===== config.mk =====
export PLATFORM = sky130hd
export DESIGN_NAME = period_meas_scheduler_flat
export DESIGN_NICKNAME = d
export VERILOG_FILES = /design/src/rtl/period_meas_scheduler_pkg.sv /design/src/rtl/period_meas_scheduler_if.sv /design/src/rtl/period_meas_scheduler_rr_pick.sv /design/src/rtl/period_meas_scheduler.sv /design/src/flat_wrapper.sv
export SDC_FILE = /design/constraint.sdc
export NUM_CORES = 1
export LEC_CHECK = 0
export BUFFER_PORTS_ARGS = -buffer_cell sky130_fd_sc_hd__buf_2
export CAP_MARGIN = 10
export CORE_MARGIN = 4
export CORE_UTILIZATION = 26
export CTS_CLUSTER_SIZE = 16
export DETAILED_ROUTE_END_ITERATION = 8
export HOLD_SLACK_MARGIN = 0.15
export PLACE_DENSITY = 0.46
export SETUP_SLACK_MARGIN = 0.1
export SLEW_MARGIN = 20
export SYNTH_ARGS = -nofsm -noshare
export SYNTH_HDL_FRONTEND = slang
export SYNTH_HIERARCHICAL = 1
export SYNTH_SLANG_ARGS = --single-unit

===== constraint.sdc =====
create_clock -name clk -period 3.7 [get_ports clk]
set_input_delay 0.555 -clock clk [delete_from_list [all_inputs] [get_ports clk]]
set_output_delay 0.555 -clock clk [all_outputs]
set_load 0.005 [all_outputs]

===== src/rtl/period_meas_scheduler_pkg.sv =====
// Shared types and constants for the period measurement scheduler.
package period_meas_pkg;

  localparam int PERIOD_W = 10;
  localparam logic [PERIOD_W-1:0] PERIOD_TIMEOUT = 10'h3FF;
  localparam int CLK_MS_COUNT_DEF = 50000;

  typedef enum logic [2:0] {
    ST_IDLE,
    ST_SETTLE,
    ST_START,
    ST_WAIT,
    ST_STORE,
    ST_CLEAR
  } pm_state_e;

endpackage


===== src/rtl/period_meas_scheduler_if.sv =====
// Handshake between the scheduler (master) and the shared period counter (slave).
interface period_meas_scheduler_if;
  import period_meas_pkg::*;

  logic                pc_si;
  logic                pc_start;
  logic                pc_clr;
  logic                pc_ready;
  logic                pc_done;
  logic [PERIOD_W-1:0] pc_period;

  modport master (
    output pc_si, pc_start, pc_clr,
    input  pc_ready, pc_done, pc_period
  );

  modport slave (
    input  pc_si, pc_start, pc_clr,
    output pc_ready, pc_done, pc_period
  );

endinterface


===== src/rtl/period_meas_scheduler_rr_pick.sv =====
// Combinational round-robin picker: first set mask bit after last_i, wrapping,
// with last_i itself as the final candidate.
module rr_pick #(
  parameter  int N  = 4,
  localparam int IW = (N > 1) ? $clog2(N) : 1
) (
  input  logic [N-1:0]  mask_i,
  input  logic [IW-1:0] last_i,
  output logic [IW-1:0] grant_o,
  output logic          any_o
);

  logic [IW-1:0] idx;

  // Scan from the farthest candidate back to the nearest so the nearest set bit wins.
  always_comb begin
    grant_o = last_i;
    idx     = '0;
    for (int k = N; k >= 1; k--) begin
      idx = IW'((int'(last_i) + k) % N);
      if (mask_i[idx]) grant_o = idx;
    end
  end

  assign any_o = |mask_i;

endmodule


===== src/rtl/period_meas_scheduler.sv =====
// Round-robin scheduler sharing one period counter across N_CH inputs.
//
// state  | meaning
// IDLE   | pick next enabled channel, hold sel
// SETTLE | mux switched, let the counter input settle
// START  | wait for counter ready, issue start
// WAIT   | wait for done or ms timeout
// STORE  | result published this cycle
// CLEAR  | counter cleared this cycle
module period_meas_scheduler
  import period_meas_pkg::*;
#(
  parameter  int N_CH          = 4,
  parameter  int CLK_MS_COUNT  = CLK_MS_COUNT_DEF,
  parameter  int SETTLE_CYCLES = 4,
  parameter  int TIMEOUT_MS    = 2047,
  localparam int CH_W          = $clog2(N_CH)
) (
  input  logic                    clk,
  input  logic                    reset_n,
  input  logic                    enable_i,
  input  logic [N_CH-1:0]         chan_en_i,
  input  logic [N_CH-1:0]         si_i,
  period_meas_scheduler_if.master pc_if,
  output logic                    result_valid_o,
  output logic [CH_W-1:0]         result_chan_o,
  output logic [PERIOD_W-1:0]     result_period_o,
  output logic                    result_timeout_o,
  output logic                    busy_o
);

  localparam int PRE_W = (CLK_MS_COUNT > 1) ? $clog2(CLK_MS_COUNT) : 1;
  localparam int TMO_W = $clog2(TIMEOUT_MS + 1);
  localparam int SET_W = (SETTLE_CYCLES > 1) ? $clog2(SETTLE_CYCLES + 1) : 1;

  pm_state_e           state_q, state_d;
  logic [CH_W-1:0]     sel_q, sel_d;
  logic [CH_W-1:0]     last_q, last_d;
  logic [SET_W-1:0]    settle_q, settle_d;
  logic [PRE_W-1:0]    presc_q, presc_d;
  logic [TMO_W-1:0]    tmo_q, tmo_d;
  logic                pc_start_q, pc_start_d;
  logic                pc_clr_q, pc_clr_d;
  logic                res_valid_q, res_valid_d;
  logic [CH_W-1:0]     res_chan_q, res_chan_d;
  logic [PERIOD_W-1:0] res_period_q, res_period_d;
  logic                res_tmo_q, res_tmo_d;
  logic                busy_q;

  logic [CH_W-1:0]     pick_grant;
  logic                pick_any;
  logic                settle_done;
  logic                presc_wrap;
  logic                tmo_hit;

  rr_pick #(.N(N_CH)) u_pick (
    .mask_i  (chan_en_i),
    .last_i  (last_q),
    .grant_o (pick_grant),
    .any_o   (pick_any)
  );

  // The start pulse is registered, so the START cycle itself is the last
  // settled cycle before the counter sees start; SETTLE is one shorter.
  assign settle_done = (int'(settle_q) + 2 >= SETTLE_CYCLES);
  assign presc_wrap  = (presc_q == PRE_W'(CLK_MS_COUNT - 1));
  assign tmo_hit     = (tmo_q == TMO_W'(TIMEOUT_MS));

  // Next-state and next-output logic; outputs are registered from the transition.
  always_comb begin
    state_d      = state_q;
    sel_d        = sel_q;
    last_d       = last_q;
    settle_d     = settle_q;
    presc_d      = presc_q;
    tmo_d        = tmo_q;
    pc_start_d   = 1'b0;
    res_valid_d  = 1'b0;
    res_chan_d   = res_chan_q;
    res_period_d = res_period_q;
    res_tmo_d    = res_tmo_q;

    case (state_q)
      ST_IDLE: begin
        if (enable_i && pick_any) begin
          sel_d    = pick_grant;
          settle_d = '0;
          state_d  = ST_SETTLE;
        end
      end
      ST_SETTLE: begin
        if (!enable_i)        state_d  = ST_CLEAR;
        else if (settle_done) state_d  = ST_START;
        else                  settle_d = settle_q + 1'b1;
      end
      ST_START: begin
        if (!enable_i) begin
          state_d = ST_CLEAR;
        end else if (pc_if.pc_ready) begin
          pc_start_d = 1'b1;
          presc_d    = '0;
          tmo_d      = '0;
          state_d    = ST_WAIT;
        end
      end
      ST_WAIT: begin
        if (!enable_i) begin
          state_d = ST_CLEAR;
        end else begin
          if (presc_wrap) begin
            presc_d = '0;
            if (!tmo_hit) tmo_d = tmo_q + 1'b1;
          end else begin
            presc_d = presc_q + 1'b1;
          end
          // done has priority over a coincident timeout
          if (pc_if.pc_done) begin
            res_valid_d  = 1'b1;
            res_chan_d   = sel_q;
            res_period_d = pc_if.pc_period;
            res_tmo_d    = 1'b0;
            last_d       = sel_q;
            state_d      = ST_STORE;
          end else if (tmo_hit) begin
            res_valid_d  = 1'b1;
            res_chan_d   = sel_q;
            res_period_d = PERIOD_TIMEOUT;
            res_tmo_d    = 1'b1;
            last_d       = sel_q;
            state_d      = ST_STORE;
          end
        end
      end
      ST_STORE: state_d = ST_CLEAR;
      ST_CLEAR: state_d = ST_IDLE;
      default:  state_d = ST_IDLE;
    endcase

    pc_clr_d = (state_d == ST_CLEAR);
  end

  // State, counters and registered outputs.
  always_ff @(posedge clk or negedge reset_n) begin
    if (!reset_n) begin
      state_q      <= ST_IDLE;
      sel_q        <= '0;
      last_q       <= CH_W'(N_CH - 1);
      settle_q     <= '0;
      presc_q      <= '0;
      tmo_q        <= '0;
      pc_start_q   <= 1'b0;
      pc_clr_q     <= 1'b0;
      res_valid_q  <= 1'b0;
      res_chan_q   <= '0;
      res_period_q <= '0;
      res_tmo_q    <= 1'b0;
      busy_q       <= 1'b0;
    end else begin
      state_q      <= state_d;
      sel_q        <= sel_d;
      last_q       <= last_d;
      settle_q     <= settle_d;
      presc_q      <= presc_d;
      tmo_q        <= tmo_d;
      pc_start_q   <= pc_start_d;
      pc_clr_q     <= pc_clr_d;
      res_valid_q  <= res_valid_d;
      res_chan_q   <= res_chan_d;
      res_period_q <= res_period_d;
      res_tmo_q    <= res_tmo_d;
      busy_q       <= (state_d != ST_IDLE);
    end
  end

  assign pc_if.pc_si    = si_i[sel_q];
  assign pc_if.pc_start = pc_start_q;
  assign pc_if.pc_clr   = pc_clr_q;

  assign result_valid_o   = res_valid_q;
  assign result_chan_o    = res_chan_q;
  assign result_period_o  = res_period_q;
  assign result_timeout_o = res_tmo_q;
  assign busy_o           = busy_q;

endmodule


===== src/flat_wrapper.sv =====
// flat-port wrapper written by rule: the top's interface ports become plain ports
module period_meas_scheduler_flat import period_meas_pkg::*;
#(
  parameter  int N_CH          = 4,
  parameter  int CLK_MS_COUNT  = CLK_MS_COUNT_DEF,
  parameter  int SETTLE_CYCLES = 4,
  parameter  int TIMEOUT_MS    = 2047,
  localparam int CH_W          = $clog2(N_CH)
)
  (clk, reset_n, enable_i, chan_en_i, si_i, result_valid_o, result_chan_o, result_period_o, result_timeout_o, busy_o, pc_if_pc_si, pc_if_pc_start, pc_if_pc_clr, pc_if_pc_ready, pc_if_pc_done, pc_if_pc_period);
  period_meas_scheduler_if pc_if_i ();
  input  logic clk;
  input  logic reset_n;
  input  logic enable_i;
  input  logic [N_CH-1:0] chan_en_i;
  input  logic [N_CH-1:0] si_i;
  output logic result_valid_o;
  output logic [CH_W-1:0] result_chan_o;
  output logic [PERIOD_W-1:0] result_period_o;
  output logic result_timeout_o;
  output logic busy_o;
  output wire logic [$bits(pc_if_i.pc_si)-1:0] pc_if_pc_si;
  output wire logic [$bits(pc_if_i.pc_start)-1:0] pc_if_pc_start;
  output wire logic [$bits(pc_if_i.pc_clr)-1:0] pc_if_pc_clr;
  input wire logic [$bits(pc_if_i.pc_ready)-1:0] pc_if_pc_ready;
  input wire logic [$bits(pc_if_i.pc_done)-1:0] pc_if_pc_done;
  input wire logic [$bits(pc_if_i.pc_period)-1:0] pc_if_pc_period;
  assign pc_if_pc_si = pc_if_i.pc_si;
  assign pc_if_pc_start = pc_if_i.pc_start;
  assign pc_if_pc_clr = pc_if_i.pc_clr;
  assign pc_if_i.pc_ready = pc_if_pc_ready;
  assign pc_if_i.pc_done = pc_if_pc_done;
  assign pc_if_i.pc_period = pc_if_pc_period;
  period_meas_scheduler #(.N_CH(N_CH), .CLK_MS_COUNT(CLK_MS_COUNT), .SETTLE_CYCLES(SETTLE_CYCLES), .TIMEOUT_MS(TIMEOUT_MS)) u_core (.clk(clk), .reset_n(reset_n), .enable_i(enable_i), .chan_en_i(chan_en_i), .si_i(si_i), .pc_if(pc_if_i), .result_valid_o(result_valid_o), .result_chan_o(result_chan_o), .result_period_o(result_period_o), .result_timeout_o(result_timeout_o), .busy_o(busy_o));
endmodule

After elaboration in Yosys (flattened, before gate mapping). Cells that the tools add are included.

Bits in registers: 54. Input bits: 23. Output and inout port bits: 18. Word-level logic and storage cells: 105.

Add/subtract/negate cells: 8. $lt $le $gt $ge: 6. Equal/unequal tests: 15. Multiplexer cells: 51. Reductions and logical operators: 12.

Operators with widths (count): 2-to-1 mux 16 bit (4); 2-to-1 mux 11 bit (5); 2-to-1 mux 3 bit (11); >= comparator 32 x 4 -> 1 bit, second input constant (1); case mux 16 bit (2 select lines) (1); case mux 11 bit (2 select lines) (1); 2-to-1 mux 10 bit (2); adder 16 x 1 -> 16 bit, second input constant (1); == test 16 bit, second input constant (1); less-than comparator 2 x 3 -> 1 bit, second input constant (5); case mux 3 bit (5 select lines) (1); 2-to-1 mux 1 bit (14); 2-to-1 mux 2 bit (6); != test 2 bit, second input constant (6); adder 11 x 1 -> 11 bit, second input constant (1); == test 11 bit, second input constant (1); binary-select mux 1 bit (select 2 bit) (5); AND reduction 4 bit (2); == test 3 x 2 -> 1 bit, second input constant (2); == test 3 bit, second input constant (2); case mux 3 bit (2 select lines) (1); AND reduction 6 bit (1); nonzero test 2 bit (3); adder 2 x 1 -> 2 bit, second input constant (2); other kinds (11) (13).

Depth between registers and ports, before layout. Gate-level depths: netlist (run 1).

Depth after elaboration: 7. Depth in mapped cells: 8. Gate-level depth less buffers: 6.

Modules after synthesis. The synthesis (run 1) kept the hierarchy.

By module, submodules not included: period_meas_scheduler (instances 1, cells each 276, area an instance 2688.8 µm², seq. area each 1353.8 µm²); rr_pick (instances 1, cells each 14, area an instance 82.6 µm², seq. area each 0.0 µm²).

Worst setup path after synthesis (run 1). Ideal clock, no wire load.

Path type: input-to-reg. Start point: in enable_i. End point: reg u_core.tmo_q[9]. Setup time: 0.079 ns. Arrival time: 2.134 ns. Required time: 3.621 ns. Path slack: 1.488 ns. Stages: 6. Path buffers: 1. Path through: buf_2 > nand3b_4 > or2_1 > or4_1 > or4_1 > a21oi_1.

Cells in the longest elaborated chain, start to end: 2. Elaborated cells between the ends (all ways): 3. Those cells by class: 2 x eq/ne; 1 x reduce/logical.

RTL lines: start: declaration (RTL line flat_wrapper.sv:14) `input logic enable_i;`; != test 2 bit (no source line); AND reduction 6 bit (no source line) *; end signal: assignment (RTL line period_meas_scheduler.sv:164) `tmo_q <= tmo_d;`; end: declaration (RTL line period_meas_scheduler.sv:41) `logic [TMO_W-1:0] tmo_q, tmo_d;`.

Every way passes the cells marked *; elsewhere a longest branch is shown, timed or not. A chain may end at the register's enable or synchronous reset.

Worst setup path after layout (run 1).
Start point: reg u_core.tmo_q[0]. End point: reg u_core.res_chan_q[0] (netlist: u_core/result_chan_o[0]).

Cells in the longest elaborated chain, start to end: 3.

RTL lines: == test 11 bit (RTL line period_meas_scheduler.sv:67) `assign tmo_hit = (tmo_q == TMO_W'(TIMEOUT_MS));`; nonzero test 2 bit (no source line); AND reduction 3 bit (no source line); end signal: assignment (RTL line period_meas_scheduler.sv:168) `res_chan_q <= res_chan_d;`; end: declaration (RTL line period_meas_scheduler.sv:45) `logic [CH_W-1:0] res_chan_q, res_chan_d;`.

Every way passes these cells.

==> results of run 1 <==
[registers in the layout, summed over array words and instances (netlist names)]
name	cells
u_core/busy_o	1
u_core/last_q	2
u_core/pc_if.pc_clr	1
u_core/pc_if.pc_start	1
u_core/presc_q	16
u_core/result_chan_o	2
u_core/result_period_o	10
u_core/result_timeout_o	1
u_core/result_valid_o	1
u_core/sel_q	2
u_core/settle_q	3
u_core/state_q	3
u_core/tmo_q	11
[area by class of cell]
cell class / instances / area, um2
timing repair buffer: 43 / 225
clock inverter: 2 / 60.1
clock buffer: 6 / 82.6
multi-input combinational: 215 / 1320
sequential: 54 / 1350
inverter: 9 / 33.8
fill: 1113 / 7130
tap: 136 / 170
[routing by layer]
metal | up-vias | GRT usage [%]
met2 | 33 | 16.6
met3 | 8 | 2.02
met5 | - | 0
met1 | 1067 | 15.1
li1 | 1158 | -
met4 | 0 | 4.30
[cells by family after synthesis]
| logic type | share of synthesized area, % |
|---|---|
| adders and majority gates | 1.35 |
| and+or+nand+nor | 23.0 |
| muxes | 3.97 |
| AOI/OAI and AO/OA | 18.0 |
| DFF | 48.8 |
| buffers and inverters | 3.57 |
| xor gates and xnor gates | 1.26 |
[synthesized netlist by cell type (all sizes together) (2+ instances only)]
cell / number
clkbuf: 6
nor4bb: 2
buf: 6
nand3: 11
inv: 9
o21a: 2
nand2: 30
nor2: 23
a21oi: 16
a41oi: 2
xnor2: 4
or2: 2
ha: 3
nor4: 3
o22a: 10
dfrtp: 52
a31oi: 2
a211oi: 2
nand3b: 3
dfstp: 2
nand4: 10
nand2b: 2
o21ai: 30
mux2: 6
or3: 9
nor3: 12
mux2i: 2
o41ai: 3
and4: 3
or4: 5
o31ai: 3
o21bai: 2
a22o: 2
[per-stage QoR]
stage | utilization [%] | power (uW)
2_1_floorplan | - | 1130
3_3_place_gp | 29.9 | 1280
3_5_place_dp | 29.9 | 1300
4_1_cts | 31.3 | 1790
5_1_grt | 31.3 | 1880
6_report | 31.3 | 1760
[worst paths after layout]
path                                             end  depth (start not counted)               startpoint
max reg2reg                  u_core/result_chan_o[0]                          6          u_core/tmo_q[0]
max                          u_core/result_chan_o[0]                          6          u_core/tmo_q[0]
min in group clk           u_core/result_period_o[1]                          2       pc_if_pc_period[1]
max in group asynchronous         u_core/presc_q[14]                          2                  reset_n
min reg2reg                  u_core/result_timeout_o                          1  u_core/result_timeout_o
min                        u_core/result_period_o[5]                          1                  reset_n
[power by group through the flow]
stage          Clock, uW  Sequential, uW  Combinational (uW)
5_1_grt              525             867                 486
3_5_place_dp           0             856                 441
3_3_place_gp           0             853                 432
4_1_cts              506             843                 442
6_report             486             843                 431
2_1_floorplan          0             819                 306
==> results.cfg, run 1 <==
[clocking]
worstSkewPairLatency_ns = 0.32
clock-sinks = 54
cts_resized = 0
cts_buffers = 5
clockBufferDepth = 2
cts_setup_buffers = 0
cts-root-buf = clkbuf_8
postCtsHoldBufs = 0
clk_pin_slew_ns = 0.10
cts_tree = built
htreeDepth = 2

[placement]
gp_congestion = 0.774
port-buffer-count = 40
dpl.cell_count = 457
dp_hpwl_um = 4740
placed_area_um2 = 3100
pre_cts_slack_ns = 1.07

[synth]
synth_cell_types = 48
post_synth.cell_area_avg_um2 = 9.56
netlist_instances = 290
yosysTopAreaCell = dfrtp_1
synth_top_area_share_pct = 47.0
synth_edf_count = 0
yosysWarnings = 6
ys.flop_type = dfrtp_1
synthArstFlopShare_pct = 100
synth_seq_cells = 54
synthTopCellsByArea = dfrtp_1, o21ai_0, nand2_1, o22a_1, nor2_1
ys_seq_area_share_pct = 48.8
syn_nets = 316
synthesis.area_um2 = 2770

[floorplanning]
die_area_um2 = 12400
start_util_pct = 26.7
core_um2 = 10400
rows = 37
io_pins = 41
die_y_um = 111
fp.dieW_um = 111

[worst_setup_path]
critPathBufInv = 0
reg2reg_slack_ns = 1.20
slowest_stage = nor2_1
crit_required_ns = 3.90
crit_family = simple AND/OR/NAND/NOR gates
crit_arrival_ns = 2.71
cp_max_fo = 8
cpMostUsedCell = nor2_1
path_cells = ha_1 -> nand4_1 -> nor3_1 -> nor2_1 -> nor2_1 -> mux2_2
critPathKind = flip-flop to flip-flop
crit_path_start_kind = flip-flop
endpoint_kind = flip-flop
timing.critical_path.slowest_cell_delay_ns = 0.56

[sta]
finalSetupTns_ns = 0
whs_ns = 0.225
setup_viol_count_final = 0
slew_viol_final = 0
slew_headroom_pct = 49.6
finalWorstSetupSlack_ns = 1.20
fin_skew_ns = 0.0150
fin_crit_sh_pct = 67.7
rsz0062_at_grt = no
finalHoldViolCount = 0
worst_pin_slew_ns = 0.756
finalCriticalPeriod_ns = 2.50
timing.fmax_mhz = 399

[detailed_routing]
routed_wl_um = 6590
wl_met3_um = 198
dr_wl_met2_um = 3050
routed.top_layer = met4
postRouteAntennaNets = 0
first_pass_iters = 4
wl_met1_um = 3230
num_vias = 2266
drc = 0
drt-wirelength-per-cell_um = 14.2
drtIter0Drc = 112
vias_per_cell = 4.87

[pwr]
power.density_nw_per_um2 = 542
pwr-share-seq_pct = 47.9
power_frac_clock_pct = 27.6
vdd_drop_max_mv = 0.196
leakagePower_uw = 0.00141
comb_power_share_pct = 24.5
internal-power_uw = 1250
swShare_pct = 28.9
p_sw_uw = 509

[run_status]
status = finished clean

[final_layout]
final_area_um2 = 3240
final_cell_mix = dfrtp_1, buf_2, nand2_1
diodes = 0
areaGrowthSynthToFinish_pct = 17.1
drive_gt1_share_pct = 18.8
final_cells = 465
layout_commonest_cell = dfrtp_1
nNetsFinal = 354

[global_route]
grt_usage_pct = 10.9
grt_max_degree = 45
grt_pass1_vias = 2213
grt_first_pass_wirelength_um = 11100
grt-ovfl-total = 0
antenna_found_initial = 0

[min_path]
hold_class = input pin to async pin

[flow_run]
maxCapViolations = 0
(Power assumes the default switching activity.)
==> inputs of run 2 (changes only) <==
==> constraint.sdc (replaced) <==
create_clock -name clk -period 2.5 [get_ports clk]
set_input_delay 0.375 -clock clk [delete_from_list [all_inputs] [get_ports clk]]
set_output_delay 0.375 -clock clk [all_outputs]
set_load 0.005 [all_outputs]
==> run 2 against run 1 <==
Clock skew shrank 0.0071 ns. Sequential power rose by 48%. Power increased by 37%.
==> results.cfg, run 2 (synthesis results as in run 1) <==
[global_route]
grt_first_pass_wirelength_um = 11300
antenna_found_initial = 0
grt_max_degree = 25
grt_pass1_vias = 2276
grt_usage_pct = 10.8
grt-ovfl-total = 0

[final_layout]
nNetsFinal = 361
seqCellArea_um2 = 1350
largest_register_ffs = 16
areaGrowthSynthToFinish_pct = 17.4
multi_input_comb_area_um2 = 1320
layout_commonest_cell = dfrtp_1
diodes = 0
final_cells = 472
largest_register = u_core/presc_q
final_cell_mix = dfrtp_1, buf_2, nand2_1
nFillCells = 1105
final_area_um2 = 3250
drive_gt1_share_pct = 20.5

[worst_setup_path]
critPathKind = flip-flop to flip-flop
r2r-start = u_core/tmo_q[0]
r2r_cells = 6
crit_required_ns = 2.75
crit_start = u_core/tmo_q[0]
crit_arrival_ns = 2.46
endpoint_kind = flip-flop
cp-endpoint = u_core/tmo_q[9]
reg2reg_slack_ns = 0.29
crit_path_start_kind = flip-flop
r2r_end = u_core/tmo_q[9]
cp_max_fo = 6

[sta]
setup_viol_count_final = 0
fin_crit_sh_pct = 88.3
slew_viol_final = 0
worst_pin_slew_ns = 0.674
timing.fmax_mhz = 453
finalWorstSetupSlack_ns = 0.292
finalCriticalPeriod_ns = 2.21
finalHoldViolCount = 0
rsz0062_at_grt = no
finalSetupTns_ns = 0
fin_skew_ns = 0.00788
slew_headroom_pct = 54.8

[clocking]
htreeDepth = 2
clockBufferDepth = 2
worstSkewPairLatency_ns = 0.31
cts_tree = built
clock-sinks = 54
clk_pin_slew_ns = 0.11
cts_buffers = 5
cts-root-buf = clkbuf_8

[placement]
pre_cts_slack_ns = 0.300
dpl.cell_count = 463
port-buffer-count = 40
placed_area_um2 = 3140
gp_congestion = 0.820
dp_hpwl_um = 4840

[floorplanning]
io_pins = 41
core_um2 = 10400
start_util_pct = 26.7
die_y_um = 111
rows = 37
die_area_um2 = 12400
fp.dieW_um = 111

[min_path]
hold_depth = 2
hold_class = input pin to flip-flop

[flow_run]
maxCapViolations = 0

[detailed_routing]
drc = 0
first_pass_iters = 4
num_vias = 2331
vias_per_cell = 4.94
drtIter0Drc = 142
drt-wirelength-per-cell_um = 14.2
routed_wl_um = 6680
postRouteAntennaNets = 0

[run_status]
status = finished clean

[pwr]
power.density_nw_per_um2 = 741
vdd_drop_max_mv = 0.261
leakagePower_uw = 0.00142
==> run 2: worst max-delay path, stage by stage, from the launching register on <==
cell and delay, ns:
dfrtp_1 0.45, ha_1 0.26, nand4_1 0.18, nor4_1 0.12, or4_1 0.55, or4_1 0.43, a21oi_1 0.16
==> run 2: routing by layer <==
layer | global-route usage (%) | wire length, um | vias up
met2 | 17.9 | 3150 | 52
met4 | 3.00 | 66 | 0
met1 | 14.7 | 3230 | 1105
met5 | 0 | 0 | -
li1 | - | - | 1167
met3 | 1.69 | 240 | 7
==> run 2: how the worst min path moves through the flow <==
stage,start,endpoint,slack [ns]
2_1_floorplan,reset_n,u_core/busy_o,0.08
3_3_place_gp,reset_n,u_core/result_period_o[7],0.32
3_5_place_dp,reset_n,u_core/result_period_o[7],0.32
4_1_cts,pc_if_pc_period[3],u_core/result_period_o[3],0.25
5_1_grt,pc_if_pc_period[6],u_core/result_period_o[6],0.25
6_report,pc_if_pc_period[3],u_core/result_period_o[3],0.26
==> run 2: what timing repair did <==
item                       CTS  global route
setup endpoints to repair    0            11
hold endpoints to repair    14             0
gates resized for setup      0             1
hold buffers                 1             0
setup buffers                0             0
==> run 2: layout make-up <==
| cell class | instances | area share [%] |
|---|---|---|
| well taps | 136 | 5.23 |
| clock inverters | 3 | 0.807 |
| multi-input cells | 215 | 40.7 |
| flip-flops and latches | 54 | 41.6 |
| inverters | 9 | 1.04 |
| repair buffers | 50 | 8.54 |
| clock buffers | 5 | 2.11 |
==> run 2: power breakdown <==
part	switching [uW]	leakage, uW	internal (uW)
clock	317	0.0000483	203
sequential	177	0.000721	1070
combinational	283	0.000648	364
total	777	0.00142	1640
==> run 2: per-stage QoR <==
stage / hold slack (ns) / power (uW) / util (%)
global route: 0.252 / 2590 / 31.4
global placement: 0.317 / 1920 / 30.3
finish: 0.263 / 2410 / 31.4
floorplan: 0.0794 / 1670 / -
CTS: 0.251 / 2450 / 31.3
detailed placement: 0.320 / 1910 / 30.3
==> inputs of run 3 (changes only) <==
--- a/config.mk
+++ b/config.mk
@@ -12,7 +12,7 @@
 export CTS_CLUSTER_SIZE = 16
 export DETAILED_ROUTE_END_ITERATION = 8
 export HOLD_SLACK_MARGIN = 0.15
-export PLACE_DENSITY = 0.46
+export PLACE_DENSITY_LB_ADDON = 0.12
 export SETUP_SLACK_MARGIN = 0.1
 export SLEW_MARGIN = 20
 export SYNTH_ARGS = -nofsm -noshare
==> run 3 against run 2 <==
Clock power is 4% higher. Sequential cell count unchanged. Hold slack hardly changed. Critical path type unchanged. Critical endpoint unchanged. Largest cell class unchanged.
==> results.cfg, run 3 (synthesis results as in run 1) <==
[run_status]
status = finished clean

[floorplanning]
rows = 37
io_pins = 41
core_um2 = 10400
fp.dieW_um = 111
die_area_um2 = 12400
die_y_um = 111
start_util_pct = 26.7

[detailed_routing]
postRouteAntennaNets = 0
routed_wl_um = 7040
num_vias = 2337
drt-wirelength-per-cell_um = 14.9
vias_per_cell = 4.93
drc = 0
first_pass_iters = 4
drtIter0Drc = 118

[worst_setup_path]
path_depth = 6
cpMostUsedCell = or4_1
r2r_cells = 6
critPathBufInv = 0
cp_max_fo = 6
endpoint_kind = flip-flop
cp-endpoint = u_core/tmo_q[9]
crit_start = u_core/tmo_q[0]
crit_arrival_ns = 2.49
critPathKind = flip-flop to flip-flop
crit_path_start_kind = flip-flop
r2r-start = u_core/tmo_q[0]
slowest_stage = or4_1
r2r_end = u_core/tmo_q[9]
timing.critical_path.slowest_cell_delay_ns = 0.55
path_cells = ha_1 -> nand4_1 -> nor4_1 -> or4_1 -> or4_1 -> a21oi_1
crit_family = simple AND/OR/NAND/NOR gates
reg2reg_slack_ns = 0.25
crit_required_ns = 2.74

[final_layout]
areaGrowthSynthToFinish_pct = 18.1
final_cell_mix = dfrtp_1, buf_2, nand2_1
nNetsFinal = 363
final_util_pct = 31.6
drive_gt1_share_pct = 21.3
nFillCells = 1122
largest_register_ffs = 16
largest_register = u_core/presc_q
layout_commonest_cell = dfrtp_1
diodes = 0

[clocking]
cts_tree = built
clk_pin_slew_ns = 0.11
cts_buffers = 5
clock-sinks = 54
worstSkewPairLatency_ns = 0.32
clockBufferDepth = 2
htreeDepth = 2
cts-root-buf = clkbuf_8

[global_route]
grt_max_degree = 32
grt_first_pass_wirelength_um = 12000
grt_usage_pct = 11.7
grt-ovfl-total = 0
antenna_found_initial = 0
grt_pass1_vias = 2326

[sta]
finalCriticalPeriod_ns = 2.25
finalHoldViolCount = 0
slew_headroom_pct = 49.9
setup_viol_count_final = 0
timing.fmax_mhz = 445
finalSetupTns_ns = 0
fin_crit_sh_pct = 90.0
rsz0062_at_grt = no
slew_viol_final = 0
worst_pin_slew_ns = 0.746
fin_skew_ns = 0.0108

[placement]
gp_congestion = 0.785
dp_hpwl_um = 5180
port-buffer-count = 40

[flow_run]
maxCapViolations = 0

[pwr]
leakagePower_uw = 0.00143
power.density_nw_per_um2 = 748
vdd_drop_max_mv = 0.269

[min_path]
hold_class = input pin to flip-flop
-- run 3: worst min-delay path by stage --
stage                                   from                         to  slack [ns]  cells past startpoint
after floorplan                      reset_n              u_core/busy_o        0.08                      0
after global placement               reset_n  u_core/result_period_o[0]        0.49                      1
after detailed placement             reset_n  u_core/result_period_o[0]        0.49                      1
after CTS                 pc_if_pc_period[8]  u_core/result_period_o[8]        0.25                      2
after global routing      pc_if_pc_period[5]  u_core/result_period_o[5]        0.25                      2
final                     pc_if_pc_period[5]  u_core/result_period_o[5]        0.26                      2
-- run 3: area by class of cell --
type / count / area (um2) / area share (%)
Sequential cell: 54 / 1350 / 41.3
Multi-Input combinational cell: 215 / 1330 / 40.5
Timing Repair Buffer: 52 / 293 / 8.94
Tap cell: 136 / 170 / 5.20
Clock buffer: 5 / 68.8 / 2.10
Inverter: 9 / 33.8 / 1.03
Clock inverter: 3 / 28.8 / 0.879
-- run 3: through the flow --
stage | hold WS (ns) | cell area, um2 | std cells | total power, uW | worst slack, ns
final | 0.263 | 3270 | 474 | 2450 | 0.251
after global routing | 0.246 | 3270 | 474 | 2640 | 0.104
after CTS | 0.248 | 3270 | 474 | 2500 | 0.172
after detailed placement | 0.488 | 3160 | 465 | 1940 | 0.216
after global placement | 0.486 | 3160 | 465 | 1940 | 0.171
after floorplan | 0.0794 | 2770 | 290 | 1670 | 0.468
-- run 3: power by group --
| part | switching [uW] | internal [uW] | total (uW) |
|---|---|---|---|
| sequential | 167 | 1070 | 1240 |
| clock | 329 | 211 | 539 |
| combinational | 300 | 374 | 674 |
-- run 3: routing by layer --
metal,up-vias,GRT usage [%],wire [um]
met1,1134,16.4,3440
met5,-,0,0
met4,0,2.68,65
met3,5,2.13,177
met2,27,18.8,3350
li1,1171,-,-
-- run 3: timing repair --
action                     in CTS  in global routing
hold buffers                    1                  0
hold endpoints to repair       17                  0
setup endpoints to repair       0                 15
buffers inserted                0                  0
gates resized for setup         0                  2
